--- src/rtl/lut_pkg.sv ---
// rtl/lut_pkg.sv - shared defaults and state encoding for the branch-target table
package lut_pkg;

  localparam int              DEPTH_W_DEF  = 5;
  localparam int              DATA_W_DEF   = 10;
  localparam logic [9:0]      INIT_VAL_DEF = 10'h001;

  typedef enum logic [1:0] {
    ST_INIT   = 2'd0,
    ST_IDLE   = 2'd1,
    ST_SEARCH = 2'd2
  } state_t;

endpackage

--- src/rtl/target_lut_if.sv ---
// rtl/target_lut_if.sv - write, read and reverse-lookup signals of the target table
interface target_lut_if #(
  parameter int DEPTH_W = 5,
  parameter int DATA_W  = 10
);
  logic               clear;
  logic               wr_valid;
  logic               wr_ready;
  logic [DEPTH_W-1:0] wr_addr;
  logic [DATA_W-1:0]  wr_data;
  logic [DEPTH_W-1:0] rd_addr;
  logic [DATA_W-1:0]  rd_target;
  logic               srch_valid;
  logic               srch_ready;
  logic [DATA_W-1:0]  srch_data;
  logic               srch_done;
  logic               srch_hit;
  logic [DEPTH_W-1:0] srch_idx;
  logic               busy;

  modport master (
    output clear, wr_valid, wr_addr, wr_data, rd_addr, srch_valid, srch_data,
    input  wr_ready, rd_target, srch_ready, srch_done, srch_hit, srch_idx, busy
  );

  modport slave (
    input  clear, wr_valid, wr_addr, wr_data, rd_addr, srch_valid, srch_data,
    output wr_ready, rd_target, srch_ready, srch_done, srch_hit, srch_idx, busy
  );
endinterface

--- src/rtl/target_lut_mem.sv ---
// rtl/target_lut_mem.sv - register array, one synchronous write port, two combinational reads
module target_lut_mem #(
  parameter int DEPTH_W = 5,
  parameter int DATA_W  = 10
) (
  input  logic               clk,
  input  logic               we,
  input  logic [DEPTH_W-1:0] waddr,
  input  logic [DATA_W-1:0]  wdata,
  input  logic [DEPTH_W-1:0] raddr_a,
  output logic [DATA_W-1:0]  rdata_a,
  input  logic [DEPTH_W-1:0] raddr_b,
  output logic [DATA_W-1:0]  rdata_b
);

  // Storage is deliberately unreset; the controller's INIT pass defines it.
  logic [DATA_W-1:0] mem [2**DEPTH_W];

  always_ff @(posedge clk) begin
    if (we) mem[waddr] <= wdata;
  end

  assign rdata_a = mem[raddr_a];
  assign rdata_b = mem[raddr_b];

endmodule

--- src/rtl/target_lut_ctrl.sv ---
// rtl/target_lut_ctrl.sv - table init, handshaked target writes and sequential reverse lookup
module target_lut_ctrl
  import lut_pkg::*;
#(
  parameter int               DEPTH_W  = DEPTH_W_DEF,
  parameter int               DATA_W   = DATA_W_DEF,
  parameter logic [DATA_W-1:0] INIT_VAL = INIT_VAL_DEF
) (
  input logic         clk,
  input logic         rst,
  target_lut_if.slave bus
);

  localparam logic [DEPTH_W-1:0] LAST = '1;

  state_t             state, state_n;
  logic [DEPTH_W-1:0] cnt, cnt_n;
  logic [DEPTH_W-1:0] idx, idx_n;
  logic [DATA_W-1:0]  key, key_n;
  logic               done, done_n;
  logic               hit, hit_n;
  logic [DEPTH_W-1:0] sidx, sidx_n;

  logic               we;
  logic [DEPTH_W-1:0] waddr;
  logic [DATA_W-1:0]  wdata;
  logic [DATA_W-1:0]  srch_q;
  logic               wr_ready, srch_ready;

  target_lut_mem #(.DEPTH_W(DEPTH_W), .DATA_W(DATA_W)) u_mem (
    .clk     (clk),
    .we      (we),
    .waddr   (waddr),
    .wdata   (wdata),
    .raddr_a (bus.rd_addr),
    .rdata_a (bus.rd_target),
    .raddr_b (idx),
    .rdata_b (srch_q)
  );

  always_ff @(posedge clk or posedge rst) begin
    if (rst) begin
      state <= ST_INIT;
      cnt   <= '0;
      idx   <= '0;
      key   <= '0;
      done  <= 1'b0;
      hit   <= 1'b0;
      sidx  <= '0;
    end else begin
      state <= state_n;
      cnt   <= cnt_n;
      idx   <= idx_n;
      key   <= key_n;
      done  <= done_n;
      hit   <= hit_n;
      sidx  <= sidx_n;
    end
  end

  always_comb begin
    state_n    = state;
    cnt_n      = cnt;
    idx_n      = idx;
    key_n      = key;
    done_n     = 1'b0;
    hit_n      = hit;
    sidx_n     = sidx;
    we         = 1'b0;
    waddr      = bus.wr_addr;
    wdata      = bus.wr_data;
    wr_ready   = 1'b0;
    srch_ready = 1'b0;
    case (state)
      ST_INIT: begin
        if (bus.clear) begin
          cnt_n = '0;
        end else begin
          we    = 1'b1;
          waddr = cnt;
          wdata = INIT_VAL;
          if (cnt == LAST) begin
            cnt_n   = '0;
            state_n = ST_IDLE;
          end else begin
            cnt_n = cnt + 1'b1;
          end
        end
      end
      ST_IDLE: begin
        if (bus.clear) begin
          cnt_n   = '0;
          state_n = ST_INIT;
        end else begin
          // A pending write always wins over a search in the same cycle.
          wr_ready   = 1'b1;
          srch_ready = !bus.wr_valid;
          if (bus.wr_valid) begin
            we = 1'b1;
          end else if (bus.srch_valid) begin
            key_n   = bus.srch_data;
            idx_n   = '0;
            state_n = ST_SEARCH;
          end
        end
      end
      ST_SEARCH: begin
        if (bus.clear) begin
          cnt_n   = '0;
          state_n = ST_INIT;
        end else if (srch_q == key) begin
          done_n  = 1'b1;
          hit_n   = 1'b1;
          sidx_n  = idx;
          state_n = ST_IDLE;
        end else if (idx == LAST) begin
          done_n  = 1'b1;
          hit_n   = 1'b0;
          sidx_n  = '0;
          state_n = ST_IDLE;
        end else begin
          idx_n = idx + 1'b1;
        end
      end
      default: begin
        cnt_n   = '0;
        state_n = ST_INIT;
      end
    endcase
  end

  assign bus.wr_ready   = wr_ready;
  assign bus.srch_ready = srch_ready;
  assign bus.srch_done  = done;
  assign bus.srch_hit   = hit;
  assign bus.srch_idx   = sidx;
  assign bus.busy       = (state != ST_IDLE);

endmodule

--- src/flat_wrapper.sv ---
// flat-port wrapper written by rule: the top's interface ports become plain ports
module target_lut_ctrl_flat import lut_pkg::*;
#(
  parameter int               DEPTH_W  = DEPTH_W_DEF,
  parameter int               DATA_W   = DATA_W_DEF,
  parameter logic [DATA_W-1:0] INIT_VAL = INIT_VAL_DEF
)
  (clk, rst, bus_clear, bus_wr_valid, bus_wr_addr, bus_wr_data, bus_rd_addr, bus_srch_valid, bus_srch_data, bus_wr_ready, bus_rd_target, bus_srch_ready, bus_srch_done, bus_srch_hit, bus_srch_idx, bus_busy);
  target_lut_if #(.DEPTH_W(DEPTH_W), .DATA_W(DATA_W)) bus_i ();
  input logic clk;
  input logic rst;
  input wire logic [$bits(bus_i.clear)-1:0] bus_clear;
  input wire logic [$bits(bus_i.wr_valid)-1:0] bus_wr_valid;
  input wire logic [$bits(bus_i.wr_addr)-1:0] bus_wr_addr;
  input wire logic [$bits(bus_i.wr_data)-1:0] bus_wr_data;
  input wire logic [$bits(bus_i.rd_addr)-1:0] bus_rd_addr;
  input wire logic [$bits(bus_i.srch_valid)-1:0] bus_srch_valid;
  input wire logic [$bits(bus_i.srch_data)-1:0] bus_srch_data;
  output wire logic [$bits(bus_i.wr_ready)-1:0] bus_wr_ready;
  output wire logic [$bits(bus_i.rd_target)-1:0] bus_rd_target;
  output wire logic [$bits(bus_i.srch_ready)-1:0] bus_srch_ready;
  output wire logic [$bits(bus_i.srch_done)-1:0] bus_srch_done;
  output wire logic [$bits(bus_i.srch_hit)-1:0] bus_srch_hit;
  output wire logic [$bits(bus_i.srch_idx)-1:0] bus_srch_idx;
  output wire logic [$bits(bus_i.busy)-1:0] bus_busy;
  assign bus_i.clear = bus_clear;
  assign bus_i.wr_valid = bus_wr_valid;
  assign bus_i.wr_addr = bus_wr_addr;
  assign bus_i.wr_data = bus_wr_data;
  assign bus_i.rd_addr = bus_rd_addr;
  assign bus_i.srch_valid = bus_srch_valid;
  assign bus_i.srch_data = bus_srch_data;
  assign bus_wr_ready = bus_i.wr_ready;
  assign bus_rd_target = bus_i.rd_target;
  assign bus_srch_ready = bus_i.srch_ready;
  assign bus_srch_done = bus_i.srch_done;
  assign bus_srch_hit = bus_i.srch_hit;
  assign bus_srch_idx = bus_i.srch_idx;
  assign bus_busy = bus_i.busy;
  target_lut_ctrl #(.DEPTH_W(DEPTH_W), .DATA_W(DATA_W), .INIT_VAL(INIT_VAL)) u_core (.clk(clk), .rst(rst), .bus(bus_i));
endmodule
--- config.mk ---
export PLATFORM = sky130hd
export DESIGN_NAME = target_lut_ctrl_flat
export DESIGN_NICKNAME = d
export VERILOG_FILES = /design/src/rtl/lut_pkg.sv /design/src/rtl/target_lut_if.sv /design/src/rtl/target_lut_mem.sv /design/src/rtl/target_lut_ctrl.sv /design/src/flat_wrapper.sv
export SDC_FILE = /design/constraint.sdc
export NUM_CORES = 1
export LEC_CHECK = 0
export ABC_AREA = 1
export CORE_ASPECT_RATIO = 1.1
export CORE_MARGIN = 3
export CORE_UTILIZATION = 40
export CTS_CLUSTER_DIAMETER = 150
export CTS_CLUSTER_SIZE = 40
export DETAILED_ROUTE_END_ITERATION = 12
export PLACE_DENSITY = 0.61
export REMOVE_ABC_BUFFERS = 1
export SLEW_MARGIN = 0
export SYNTH_ARGS = -nofsm -noshare
export SYNTH_HDL_FRONTEND = slang
export SYNTH_SLANG_ARGS = --single-unit
--- constraint.sdc ---
create_clock -name clk -period 5.5 [get_ports clk]
set_input_delay 0.825 -clock clk [delete_from_list [all_inputs] [get_ports clk]]
set_output_delay 0.825 -clock clk [all_outputs]
set_load 0.005 [all_outputs]
==> summary.md <==
| Metric | Value |
|---|---|
| Status | completed |
| Hold path startpoint | u_core.bus.srch_hit |
| Worst vdd ir | 0.255 mV |
| PortBufs | 54 |
| Setup bufs post-CTS | 0 |
| Post-synth top cells | 431 x nand2_1, 320 x edfxtp_1, 278 x nor2_1 |
| Peak per-stage delay on the critical path | 580 ps |
| Max Freq | 0.221 GHz |
| Min-delay worst type | flop to flop |
| CTS tree | built |
| Post-Synth Simple-Gate Area | 23.4% |
| Nets | 1963 |
| Area Overhead vs Synth | 8.91% |
| Crit path launch type | input pin |
| Worst-case clock buffer depth | 3 |
| RSZ-0062 raised after global routing | false |
| FF-to-FF End | u_core.bus.srch_idx[2] |
| Yosys top cell by area | edfxtp_1 |
| Lkg Pwr | 7.00 nW |
| Clk_lat worst skew | 530 ps |
| Drt total wl | 59700 um |
| I/O pins | 55 |
| Total grt overflow | 0 |
| Chip Height | 226 um |
| Dominant synthesized flop cell | edfxtp_1 |
| Buffers and inverters on the worst path | 5 |
| Number of vias per cell | 6.04 |
| Mapped Avg Cell Area | 9.15 um^2 |
| Power per cell area | 348 nW/um^2 |
| Core Box Area | 43400 um^2 |
| Multi-input gate area | 6380 um^2 |
| CP top delay family | buffers and inverters |
| CP Capture Type | primary output |
| Num CTS Buffers | 12 |
| Max Cap Viol | 0 |
| Clock sink count | 349 |
| Worst slack, placed | 1080 ps |
| Relative slew slack | 16.3% |
| Post-synth EDFFs | 320 |
| Die ar. | 46600 um^2 |
| Hold depth | 2 |
| Yosys top cell area share | 54.5% |
| DR DRC count | 0 |
| Worst-margin pin slew | 1250 ps |
| CP cell instances | clkdlybuf4s50_1 > buf_4 > inv_1 > buf_4 > nor2_1 > o21ai_0 > a32oi_1 > clkdlybuf4s50_1 |
| Slew Limit Fails | 0 |
| Cell Area, Synth | 17600 um^2 |
| Vias in the first global route | 13.8k |
| Period utilization | 82.4% |
| Initial antenna violation count | 2 |
| Max stage delay cell, worst path | clkdlybuf4s50_1 |
| Synth Area in XOR/XNOR | 0% |
| Final ANT Viol Nets | 0 |
| Most frequent cell after synthesis | nand2_1 |
| Reg area | 10300 um^2 |
| Hold buffers post-CTS | 0 |
| DRT Pass-1 Iters | 6 |
| Seq cells post-synth | 349 |
| Rows | 80 |
| CTS resizes | 0 |
| Hold Vio Cnt, Final | 0 |
| Async S/R FF share, synth | 8.31% |
| Global-route wire length before repair | 86700 um |
| Worst Hold End | u_core.bus.srch_hit |
| Initial Util | 40.6% |
| Adder-cell area share of the yosys netlist | 0.568% |
| Synthesis Warnings | 0 |
| Root buffer cell | clkbuf_16 |
| Via count | 15.1k |
| Reg-to-reg setup timing slack | 1620 ps |
| Final Skew | 41.5 ps |
| Routed WL per cell | 23.9 um |
| Crit path depth | 8 |
| CP max FO | 15 |
| WHS | 500 ps |
| RR Startpoint | u_core.idx[0] |
| Distinct cell type count after synthesis | 37 |
| Routability congestion estimate | 0.872 |
| CTS clk-pin slew, worst paths | 150 ps |
| Layout Cells excl Fill | 2498 |
| Syn Inst Count | 1926 |
| Hpwl dp | 35900 um |
| Placed cell count | 2480 |
| Synth Area in Compound Gates | 11.9% |
| Die Wd | 206 um |
| Crit path DAT | 3710 ps |
| GRT Total Usage | 24.7% |
| Pin count of the biggest net entering global routing | 111 |
| Worst R2R Path Depth | 19 |
| Min Tclk post-route | 4530 ps |
| Number of diodes | 0 |
| Sequential area share after synthesis | 58.7% |
| Mux contribution to synthesized area | 0.0639% |
| Final worst slack | 966 ps |
| Fillers | 4128 |
| Largest family of logic cells by synthesized area | simple AND/OR/NAND/NOR gates |
| Setup CP Type | input pin to primary output |
| Critical Path RT | 4680 ps |
| Iter 0 DRT Violations | 1976 |
| H-tree Lvls | 1 |
| Layout cell share with drive strength beyond 1 | 5.82% |
| Setup-failing EPs final | 0 |
| Synth area leaders | edfxtp_1 55%, nand2_1 9.2%, nand3_1 7.2% |
## through the flow
stage / power (mW) / utilization [%] / instance area, um^2 / setup TNS [ps]
6_report: 6.67 / 44.2 / 19200 / 0
3_3_place_gp: 5.39 / 43.4 / 18800 / 0
5_1_grt: 6.97 / 44.2 / 19200 / 0
4_1_cts: 6.64 / 44.2 / 19200 / 0
2_1_floorplan: 4.64 / - / 17000 / -1990
3_5_place_dp: 5.45 / 43.4 / 18800 / 0
## sequential cells by signal, summed over array words and instances (netlist names)
name / count
u_core.bus.srch_idx: 5
u_core.bus.srch_done: 1
u_core.idx: 5
u_core.cnt: 5
u_core.bus.srch_hit: 1
u_core.key: 10
u_core.state: 2
u_core.u_mem.mem: 320
## report_power, final
group          total [mW]  switching [mW]  internal (mW)
clock network        1.24           0.788          0.447
logic                2.12            1.53          0.591
registers            3.32           0.161           3.16
total                6.67            2.48           4.20
## placed cells by master (no fill, tap or decap), drive strengths merged, types with 2 or more instances in the layout
| cell | n |
|---|---|
| clkinv | 2 |
| o221ai | 50 |
| edfxtp | 320 |
| a31oi | 10 |
| o22ai | 17 |
| buf | 65 |
| or2 | 6 |
| o211ai | 8 |
| a21oi | 42 |
| inv | 82 |
| o21ai | 222 |
| dfrtp | 29 |
| nor2 | 281 |
| clkbuf | 17 |
| nor3 | 5 |
| clkdlybuf4s50 | 51 |
| nand2 | 432 |
| nand4 | 7 |
| a32oi | 9 |
| ha | 8 |
| nand3 | 257 |
## per-layer routing
metal	part of all wire (%)	vias up	global-route usage, %
met5	0.018	-	0
met4	3.8	2	8.52
met3	9.4	146	2.83
met2	48	901	41.1
met1	39	7354	33.8
li1	-	6693	-
## worst min-delay path, delay by kind of cell, from the launching register on
family	cells	cell delay [ps]
flops	1	380
simple gates	2	100
## cells by family after synthesis
family / count (synthesis)
adders and majority gates: 8
AOI/OAI and AO/OA: 360
buffers and inverters: 219
and+or+nand+nor: 989
DFF: 349
muxes: 1
## worst max path at each step
stage,startpoint,endpoint,slack [ps]
final,bus_rd_addr[3],bus_rd_target[8],970
after CTS,bus_rd_addr[3],bus_rd_target[8],1070
after global routing,bus_rd_addr[1],bus_rd_target[3],900
after detailed placement,bus_rd_addr[3],bus_rd_target[8],1080
after global placement,bus_rd_addr[1],bus_rd_target[3],1050
after floorplan,u_core.idx[0],u_core.bus.srch_idx[0],-200
## final cells by class
cell class | instances | area share (%)
clock buffer | 17 | 1.77
tap | 574 | 3.74
inverter | 83 | 1.65
clock inverter | 1 | 0.0848
sequential | 349 | 53.9
timing repair buffer | 116 | 5.63
multi-input combinational | 1358 | 33.2
Power figures use the tool's default switching activity.
